[config.mk]
export PLATFORM = sky130hd
export DESIGN_NAME = clock_period_meter
export DESIGN_NICKNAME = d
export VERILOG_FILES = /design/src/rtl/clock_period_meter.sv
export SDC_FILE = /design/constraint.sdc
export NUM_CORES = 1
export LEC_CHECK = 0
export CAP_MARGIN = 5
export CORE_AREA = 2 2 64 66
export DETAILED_ROUTE_END_ITERATION = 7
export DIE_AREA = 0 0 66 68
export REMOVE_ABC_BUFFERS = 1
export SYNTH_ARGS = -nofsm -noshare
export SYNTH_HDL_FRONTEND = slang
export SYNTH_SLANG_ARGS = --single-unit
[constraint.sdc]
create_clock -name i_clock -period 1.85 [get_ports i_clock]
set_clock_uncertainty 0.05 [all_clocks]
set_input_delay 0.185 -clock i_clock [delete_from_list [all_inputs] [get_ports i_clock]]
set_output_delay 0.185 -clock i_clock [all_outputs]
set_load 0.05 [all_outputs]
[src/rtl/clock_period_meter.sv]
// Measures the spacing between rising edges of i_signal in i_clock cycles and reports period, lock and timeout.
// Optional input synchroniser is built when CLOCK_PERIOD_METER_SYNC_EN is defined.
module clock_period_meter #(
    parameter int max_counter = 256,
    parameter int lock_count  = 4,
    localparam int BITS = (max_counter <= 2) ? 1 :
                          (($clog2(max_counter) > 30) ? 30 : $clog2(max_counter))
) (
    input  logic            i_clock,
    input  logic            i_reset,
    input  logic            i_signal,
    output logic [BITS-1:0] o_period,
    output logic            o_valid,
    output logic            o_locked,
    output logic            o_overflow
);

    localparam int RW = $clog2(lock_count + 1);
    localparam logic [BITS-1:0] CNT_MAX = {BITS{1'b1}};
    localparam logic [BITS-1:0] CNT_ONE = BITS'(1);
    localparam logic [RW-1:0]   RUN_LOCK = RW'(lock_count);

    localparam logic [1:0] IDLE    = 2'd0;
    localparam logic [1:0] MEASURE = 2'd1;
    localparam logic [1:0] TIMEOUT = 2'd2;

    logic [1:0]      state_q, state_d;
    logic [BITS-1:0] cnt_q, cnt_d;
    logic [BITS-1:0] period_q, period_d;
    logic            valid_q, valid_d;
    logic            locked_q, locked_d;
    logic            ovf_q, ovf_d;
    logic [RW-1:0]   run_q, run_d;
    logic            s_prev_q;
    logic            sig_s;
    logic            edge_s;

`ifdef CLOCK_PERIOD_METER_SYNC_EN
    logic [1:0] sync_q;

    // Two-flop synchroniser for an asynchronous tick stream
    always_ff @(posedge i_clock or posedge i_reset) begin
        if (i_reset) begin
            sync_q <= 2'b00;
        end else begin
            sync_q <= {sync_q[0], i_signal};
        end
    end

    assign sig_s = sync_q[1];
`else
    assign sig_s = i_signal;
`endif

    assign edge_s = sig_s & ~s_prev_q;

    // Next-state logic: spacing counter, FSM, report and lock tracking
    always_comb begin
        state_d  = state_q;
        cnt_d    = (cnt_q == CNT_MAX) ? cnt_q : cnt_q + BITS'(1);
        period_d = period_q;
        valid_d  = 1'b0;
        locked_d = locked_q;
        ovf_d    = ovf_q;
        run_d    = run_q;
        case (state_q)
            IDLE: begin
                if (edge_s) begin
                    state_d = MEASURE;
                    cnt_d   = CNT_ONE;
                end else begin
                    state_d = IDLE;
                end
            end
            MEASURE: begin
                if (edge_s) begin
                    period_d = cnt_q;
                    valid_d  = 1'b1;
                    ovf_d    = 1'b0;
                    cnt_d    = CNT_ONE;
                    // run of zero marks the first report after arming or a timeout
                    if (run_q == RW'(0) || cnt_q != period_q) begin
                        run_d = RW'(1);
                    end else if (run_q < RUN_LOCK) begin
                        run_d = run_q + RW'(1);
                    end else begin
                        run_d = run_q;
                    end
                    locked_d = (run_d >= RUN_LOCK);
                end else if (cnt_q == CNT_MAX) begin
                    state_d  = TIMEOUT;
                    ovf_d    = 1'b1;
                    locked_d = 1'b0;
                    run_d    = RW'(0);
                end else begin
                    state_d = MEASURE;
                end
            end
            TIMEOUT: begin
                if (edge_s) begin
                    state_d = MEASURE;
                    cnt_d   = CNT_ONE;
                end else begin
                    state_d = TIMEOUT;
                end
            end
            default: begin
                state_d = IDLE;
            end
        endcase
    end

    // State and output registers
    always_ff @(posedge i_clock or posedge i_reset) begin
        if (i_reset) begin
            state_q  <= IDLE;
            cnt_q    <= CNT_ONE;
            period_q <= '0;
            valid_q  <= 1'b0;
            locked_q <= 1'b0;
            ovf_q    <= 1'b0;
            run_q    <= '0;
            s_prev_q <= 1'b0;
        end else begin
            state_q  <= state_d;
            cnt_q    <= cnt_d;
            period_q <= period_d;
            valid_q  <= valid_d;
            locked_q <= locked_d;
            ovf_q    <= ovf_d;
            run_q    <= run_d;
            s_prev_q <= sig_s;
        end
    end

    assign o_period   = period_q;
    assign o_valid    = valid_q;
    assign o_locked   = locked_q;
    assign o_overflow = ovf_q;

endmodule

Yosys cells after proc, flatten, opt, wreduce, memory -nomap -nowiden
Cells that the tools add are included.
{"block": "word_totals", "ff_bits": 25, "input_bits": 3, "out_inout_bits": 11, "elab_cells": 46}
{"block": "op_classes", "addsub": 2, "order_cmp": 2, "eq_ne": 5, "mux": 20, "bitwise": 2, "n_reduce_logical": 7}
{"operator": "two-way mux 8 bit", "count": 3}
{"operator": "two-way mux 3 bit", "count": 6}
{"operator": "adder 8 x 1 -> 8 bit, second input constant", "count": 1}
{"operator": "equality test 8 bit, second input constant", "count": 1}
{"operator": "inequality test 8 bit", "count": 1}
{"operator": "two-way mux 1 bit", "count": 7}
{"operator": "two-way mux 2 bit", "count": 3}
{"operator": "case mux 2 bit (3 select lines)", "count": 1}
{"operator": "AND reduction 2 bit", "count": 2}
{"operator": "adder 3 x 1 -> 3 bit, second input constant", "count": 1}
{"operator": "greater-or-equal comparator 3 bit, second input constant", "count": 1}
{"operator": "zero test 3 bit", "count": 1}
{"operator": "less-than comparator 3 bit, second input constant", "count": 1}
{"operator": "OR reduction 3 bit", "count": 1}
{"operator": "equality test 2 x 1 -> 1 bit, second input constant", "count": 1}
{"operator": "equality test 2 bit, second input constant", "count": 1}
{"operator": "zero test 2 bit", "count": 1}
{"operator": "inequality test 2 bit, second input constant", "count": 1}
{"operator": "nonzero test 2 bit", "count": 1}
{"operator": "AND 1 bit", "count": 1}
{"operator": "logical OR 1 bit", "count": 1}
{"operator": "NOT 1 bit", "count": 1}

Longest topological paths before layout
Gate-level depths: netlist (run 1).
{"block": "depth", "word_depth": 7, "mapped_depth": 6, "ltp_nobuf": 6}

Worst setup path before layout (run 1)
OpenSTA, ideal clock, no wires.
{"block": "synth_path", "kind": "flip-flop to flip-flop", "from": "register period_q[0], in the netlist o_period[0]", "to": "register run_q[0]", "arrival_ps": 1454, "t_required_ps": 1662, "slack_ps": 208, "stages_incl_launch_ff": 5, "path_buffers": 0, "period_less_slack_ps": 1642, "path_cell_list": "dfrtp_1 xnor2_1 nand4_1 a2111oi_4 o211ai_1"}
{"block": "synth_via", "elab_chain_cells": 6}
{"item": "start, declared", "line_no": "29", "source": "logic [BITS-1:0] period_q, period_d;"}
{"item": "start signal, assigned", "line_no": "127", "source": "period_q <= period_d;"}
{"item": "inequality test 8 bit", "line_no": "82", "source": "if (run_q == RW'(0) || cnt_q != period_q) begin"}
{"item": "logical OR 1 bit", "line_no": "82"}
{"item": "two-way mux 3 bit", "line_no": "82"}
{"item": "two-way mux 3 bit", "line_no": "76", "source": "if (edge_s) begin"}
{"item": "two-way mux 3 bit", "line_no": "66", "source": "case (state_q)"}
{"item": "two-way mux 3 bit", "line_no": "76"}
{"item": "end signal, assigned", "line_no": "131", "source": "run_q <= run_d;"}
{"item": "end, declared", "line_no": "33", "source": "logic [RW-1:0] run_q, run_d;"}
No other way between the ends. The select of a mux whose other input is x is not followed.
A chain may end at the register's enable or synchronous reset.

Final worst setup path (run 1)
{"block": "layout_path", "from": "register period_q[4], in the netlist o_period[4]", "to": "output o_period[4]"}
{"item": "end, declared", "line_no": "12", "source": "output logic [BITS-1:0] o_period,"}
No word-level cell between the ends.

==> results.md, run 1 <==
- Status: complete, no violations
- Port bufs: 13
- Switching share of power: 37.6%
- Diode count: 0
- Final setup vio count: 0
- Grt peak-use layer: met2
- CP max stage cell: clkdlybuf4s50_1
- Sink Count: 25
- Hold Buf Count CTS: 0
- Min-delay worst type: primary input to async pin
- GPL Wtd Cong: a little under 0.9
- Worst Setup End Kind: output pin
- PD cells: 1070 nW/µm²
- Reg2Reg Depth: 4
- GR Util met3: 1.48%
- Synthesis-to-layout area growth: 20.0%
- CTS Root Cell: clkbuf_8
- Final Hold Viols: 0
- Num rows: 23
- Share of post-route cells with drive strength above 1: 9.27%
- Die extent in x: 66 µm
- Per-cell routed wire length: 12.4 µm
- Fin crit share: between 90 and 100%
- Largest net degree at the start of global routing: 26
- RSZ-0062 raised after global routing: no
- Sequential share of power: 46.4%
- Crit-path cells: clkdlybuf4s50_1
- P_sw: roughly 0.61 mW
- Synth cell types: 34
- Met2 Track Usage GR: 22.2%
- Initial antenna violation count: 0
- Commonest non-fill, non-tap cell in the layout: nand2_1
- # nets final: between 150 and 200
- Worst setup path class: flop to output pin
- Setup tns final: 0 ns
- CP Depth: 1
- Die area: approximately 4500 µm²
- Num CTS Buffers: 3
- Vias in the first global route: 991
- Clk_lat worst skew: between 0.2 and 0.3 ns
- Pleak: 0.668 nW
- Delay of the slowest cell on the worst path: 0.83 ns
- Logic pwr share: 34.1%
- Core Util, Final: between 30 and 40%
- Final WL: 2500 µm
- IO Pins: 14
- Via count: 975
- Yosys reg bits: 25
- Fmax achieved: 577 MHz
- 1st-iter DRT viols: 32
- Clock buffer depth: 2
- Relative slew slack: between 60 and 70%
- Final antenna-violating net count: 0
- CP top delay family: buffers and inverters
- Minimum clock period: around 1.7 ns
- Overall Power: 1.62 mW
- Die height: 68 µm
- CP max FO: 3
- Arr. time, crit path: 1.50 ns
- Startpoint Class: flop
- Resize count post-CTS: 0
- Post-synthesis instance area: 1260 µm²
- CTS tree: built
- Slew @ Worst Pin: 0.502 ns
- VDD IR-drop max: 417 µV
- Buffer and inverter count on the worst path: 1
- Met1 usage: 16.2%
- Worst-path clk slew: 0.09 ns
- DRT Pass-1 Iters: 4
- Global-route usage over all layers: 13.0%
- DRC violation count after routing: 0
- Grt ovf: 0
- Mapped Cells: 134
- Int Pwr: 1.01 mW
- Post-CTS Repair Setup Buffers: 0
- Via density: between 4 and 5
- Placed wire-length estimate: 1820 µm
- Syn. warnings: 0
- WP data required: 1.62 ns
- Wire length of the first global-routing pass: 4440 µm
- Final slew viol count: 0
- Mean Syn Cell Area: 9.38 µm²
- Most frequent cells in the layout: nand2_1 (29), dfrtp_1 (24), clkdlybuf4s50_1 (13)
- Htree depth: 1
- Initial Util: roughly 33%
- Max-cap viol count: 0
- Post-synthesis sequential area ratio: 49.9%
- Core footprint: just under 4000 µm²
- Clk pwr share: 19.5%
==> registers in the layout (all words and copies together), names as in the netlist <==
signal / cells
cnt_q: 8
o_locked: 1
o_overflow: 1
o_period: 8
o_valid: 1
run_q: 3
s_prev_q: 1
state_q: 2
==> final cells by class <==
| class | instances | area [µm²] |
|---|---|---|
| timing repair buffer | 20 | 183 |
| fill | 409 | 2350 |
| clock buffer | 4 | 45.0 |
| inverter | 7 | 26.3 |
| multi-input combinational | 95 | 566 |
| sequential | 25 | 627 |
| tap | 50 | 62.6 |
==> metrics by stage <==
step,setup slack (ns),hold WS [ns],cells,cell area [µm²]
floorplan,0.205,0.162,127,1220
global placement,0.211,0.469,197,1460
detailed placement,0.115,0.458,197,1460
CTS,0.106,0.223,201,1510
global route,0.0700,0.270,201,1510
finish,0.117,0.209,201,1510
==> power groups by stage <==
stage	clock, mW	sequential (mW)	combinational [mW]
3_3_place_gp	0	0.762	0.548
6_report	0.317	0.752	0.552
5_1_grt	0.350	0.770	0.603
4_1_cts	0.332	0.752	0.560
3_5_place_dp	0	0.762	0.558
2_1_floorplan	0	0.860	0.284
==> tightest hold or removal path, delay by kind of cell <==
kind / cells / cell delay [ns]
buffers and inverters: 3 / 0.74
==> cells in the mapped netlist <==
cell / number / area [µm²]
a2111oi_4: 1 / 27.5
a21boi_1: 1 / 7.51
a21o_1: 1 / 7.51
a21oi_1: 5 / 25.0
a311oi_1: 1 / 8.76
a31oi_1: 3 / 18.8
a32o_2: 1 / 11.3
and2_1: 1 / 6.26
and3_2: 1 / 7.51
and4_1: 1 / 8.76
buf_2: 3 / 15.0
buf_6: 1 / 11.3
clkbuf_1: 2 / 7.51
clkbuf_2: 1 / 5.00
dfrtp_1: 24 / 601
dfstp_2: 1 / 26.3
ha_1: 3 / 37.5
inv_1: 7 / 26.3
mux2i_1: 2 / 20.0
nand2_1: 29 / 109
nand2b_1: 2 / 12.5
nand3_1: 6 / 30.0
nand4_1: 2 / 12.5
nor2_1: 10 / 37.5
nor2b_1: 2 / 12.5
nor3_1: 4 / 20.0
nor3b_1: 1 / 7.51
nor4_1: 1 / 6.26
o211ai_1: 1 / 7.51
o21a_1: 1 / 7.51
o21ai_0: 4 / 20.0
o2bb2ai_1: 1 / 8.76
xnor2_1: 9 / 78.8
xor2_1: 1 / 8.76
==> path summary, 6_finish.rpt <==
path / from / endpoint / slack, ns
max: o_period[4] / o_period[4] / 0.12
min: i_reset / o_period[4] / 0.21
max reg2reg: cnt_q[0] / run_q[0] / 0.20
min reg2reg: o_overflow / o_overflow / 0.46
max in group asynchronous: i_reset / cnt_q[0] / 1.24
min in group i_clock: i_signal / s_prev_q / 0.33
==> routing by layer <==
layer | vias up | wire, µm
met5 | - | 0
met4 | 0 | 56
met3 | 6 | 50
met2 | 19 | 1250
met1 | 469 | 1140
li1 | 481 | -
==> cell families after synthesis <==
| kind of cell | synth area share [%] |
|---|---|
| buffers and inverters | 5.17 |
| AOI/OAI and AO/OA | 11.9 |
| DFF | 49.9 |
| xor gates and xnor gates | 6.97 |
| and+or+nand+nor | 21.5 |
| adders and majority gates | 2.99 |
| muxes | 1.59 |
Power figures use the tool's default switching activity.
==> run 2: changes to the inputs <==
- ABC_AREA: default -> 1
==> results.md, run 2 <==
- Status: complete, no violations
- Core footprint: 3860 µm²
- Clock buffer depth: 2
- Final Hold Viols: 0
- Via count: 978
- Reg2Reg Depth: 7
- Worst-path clk slew: 0.09 ns
- Via density: 4.57
- Mapped Cells: 147
- Top-count cell post-synth: nand2_1
- CP top delay family: buffers and inverters
- GPL Wtd Cong: around 0.8
- Die height: 68 µm
- Share of post-route cells with drive strength above 1: under 10%
- Relative slew slack: 65.6%
- Commonest non-fill, non-tap cell in the layout: nand2_1
- Diode count: 0
- Initial antenna violation count: 0
- Most frequent cells in the layout: nand2_1 (39), dfrtp_1 (24), inv_1 (22)
- PD cells: about 1100 nW/µm²
- Crit path capture: o_period[4]
- Pleak: 0.727 nW
- Die extent in x: between 60 and 70 µm
- CP max FO: 3
- Slew @ Worst Pin: 0.514 ns
- Synth area leaders: dfrtp_1 (48%), nand2_1 (12%), inv_1 (6.6%), a21oi_1 (4.0%), o21ai_0 (4.0%)
- Synth cell types: 23
- Crit-path cells: clkdlybuf4s50_1
- Reg2reg end: cnt_q[4]
- Mean Syn Cell Area: 8.46 µm²
- Minimum clock period: 1.77 ns
- CP max stage cell: clkdlybuf4s50_1
- Final slew viol count: 0
- Grt ovf: 0
- VDD IR-drop max: 517 µV
- Area leader, netlist: dfrtp_1
- Wire length of the first global-routing pass: 4600 µm
- Post-synthesis instance area: 1240 µm²
- Largest net degree at the start of global routing: 26
- EDFF count, synth: 0
- Synth top cells by count: nand2_1 (39), dfrtp_1 (24), inv_1 (22)
- CTS tree: built
- Inst Count DP: 210
- Synthesis-to-layout area growth: 19.4%
- RSZ-0062 raised after global routing: no
- Syn. warnings: 0
- Initial Util: 32.3%
- IO Pins: 14
- Worst hold slack: between 0.15 and 0.2 ns
- Worst Setup End Kind: output pin
- Min-delay worst type: primary input to async pin
- Die area: 4490 µm²
- Num CTS Buffers: 3
- Asr flop ratio synth: 100%
- Final WL: approximately 2500 µm
- WP data required: 1.62 ns
- CP Launch Point: o_period[4]
- Yosys reg bits: 25
- Final antenna-violating net count: 0
- DRT Pass-1 Iters: 4
- Post-synthesis sequential area ratio: 50.4%
- 1st-iter DRT viols: 49
- Ys flop type: dfrtp_1
- Placed cell area: 1440 µm²
- Design area: between 1000 and 1500 µm²
- Per-cell routed wire length: 11.8 µm
- Delay of the slowest cell on the worst path: 0.83 ns
- Placed wire-length estimate: 1850 µm
- Post-CTS Repair Setup Buffers: 0
- Final setup vio count: 0
- Fmax achieved: 565 MHz
- DRC violation count after routing: 0
- Port bufs: 13
- Reg2Reg Setup Slack: 0.31 ns
- Buffer and inverter count on the worst path: 1
- CP Depth: 1
- Arr. time, crit path: between 1.5 and 2 ns
- Max-cap viol count: 0
- Fin crit share: 95.7%
- Sink Count: 25
- R2r startpoint: cnt_q[0]
- Startpoint Class: flop
- Setup tns final: 0 ns
- Vias in the first global route: 999
- Non-Filler Instances: 214
- Resize count post-CTS: 0
- Num rows: 23
- Htree depth: 1
- Yosys top cell area share: 48.3%
- Hold Buf Count CTS: 0
- Global-route usage over all layers: 13.5%
- # nets final: ~170
- Clk_lat worst skew: 0.27 ns
- CTS Root Cell: clkbuf_8
- Worst setup path class: flop to output pin
==> run 2: changes by cell type after synthesis, sizes merged, moves of 3 or more <==
cell / before / now
inv: 7 / 23
clkbuf: 3 / 0
buf: 4 / 1
nor3: 4 / 1
xnor2: 9 / 5
nand2: 29 / 42
a21oi: 5 / 10
o21ai: 4 / 10
==> run 2: layer usage <==
| layer | vias to the layer above | track usage (%) | routed length [µm] |
|---|---|---|---|
| met3 | 2 | 3.78 | 117 |
| met4 | 0 | 3.06 | 8 |
| li1 | 496 | - | - |
| met5 | - | 0 | 0 |
| met1 | 454 | 17.4 | 1260 |
| met2 | 26 | 22.6 | 1130 |
==> run 2: layout make-up <==
cell class,instances,area (µm²)
inverters,23,86.3
fillers,407,2370
multi-input cells,98,526
clock buffers,3,41.3
repair buffers,14,138
flip-flops and latches,25,627
well taps,50,62.6
clock inverters,1,5.00
==> run 2: power by group <==
group	internal [mW]	switching [mW]
Clock	0.151	0.180
Combinational	0.202	0.347
Sequential	0.635	0.101
==> run 2: worst min path at each step <==
stage                  start       end  slack, ns
floorplan            i_reset  cnt_q[1]       0.16
global placement    o_locked  o_locked       0.42
detailed placement  o_locked  o_locked       0.43
CTS                  i_reset  cnt_q[5]       0.21
global route         i_reset  cnt_q[5]       0.23
finish               i_reset  cnt_q[5]       0.20
==> run 2: per-stage QoR <==
stage | setup slack [ns] | total power [mW] | utilization [%]
after global routing | 0.0199 | 1.73 | 38.5
after global placement | 0.167 | 1.28 | 37.3
final | 0.0795 | 1.62 | 38.5
after CTS | 0.0756 | 1.64 | 38.5
after detailed placement | 0.156 | 1.30 | 37.3
after floorplan | 0.424 | 1.13 | -
==> run 2: logic make-up after synthesis <==
logic type / Yosys count / synth area share, %
buffers and inverters: 24 / 7.34
adder cells (fa/ha/maj): 3 / 3.02
AND/OR/NAND/NOR: 64 / 23.7
XOR/XNOR: 8 / 5.63
AO/OA/AOI/OAI: 23 / 9.86
flip-flops: 25 / 50.4
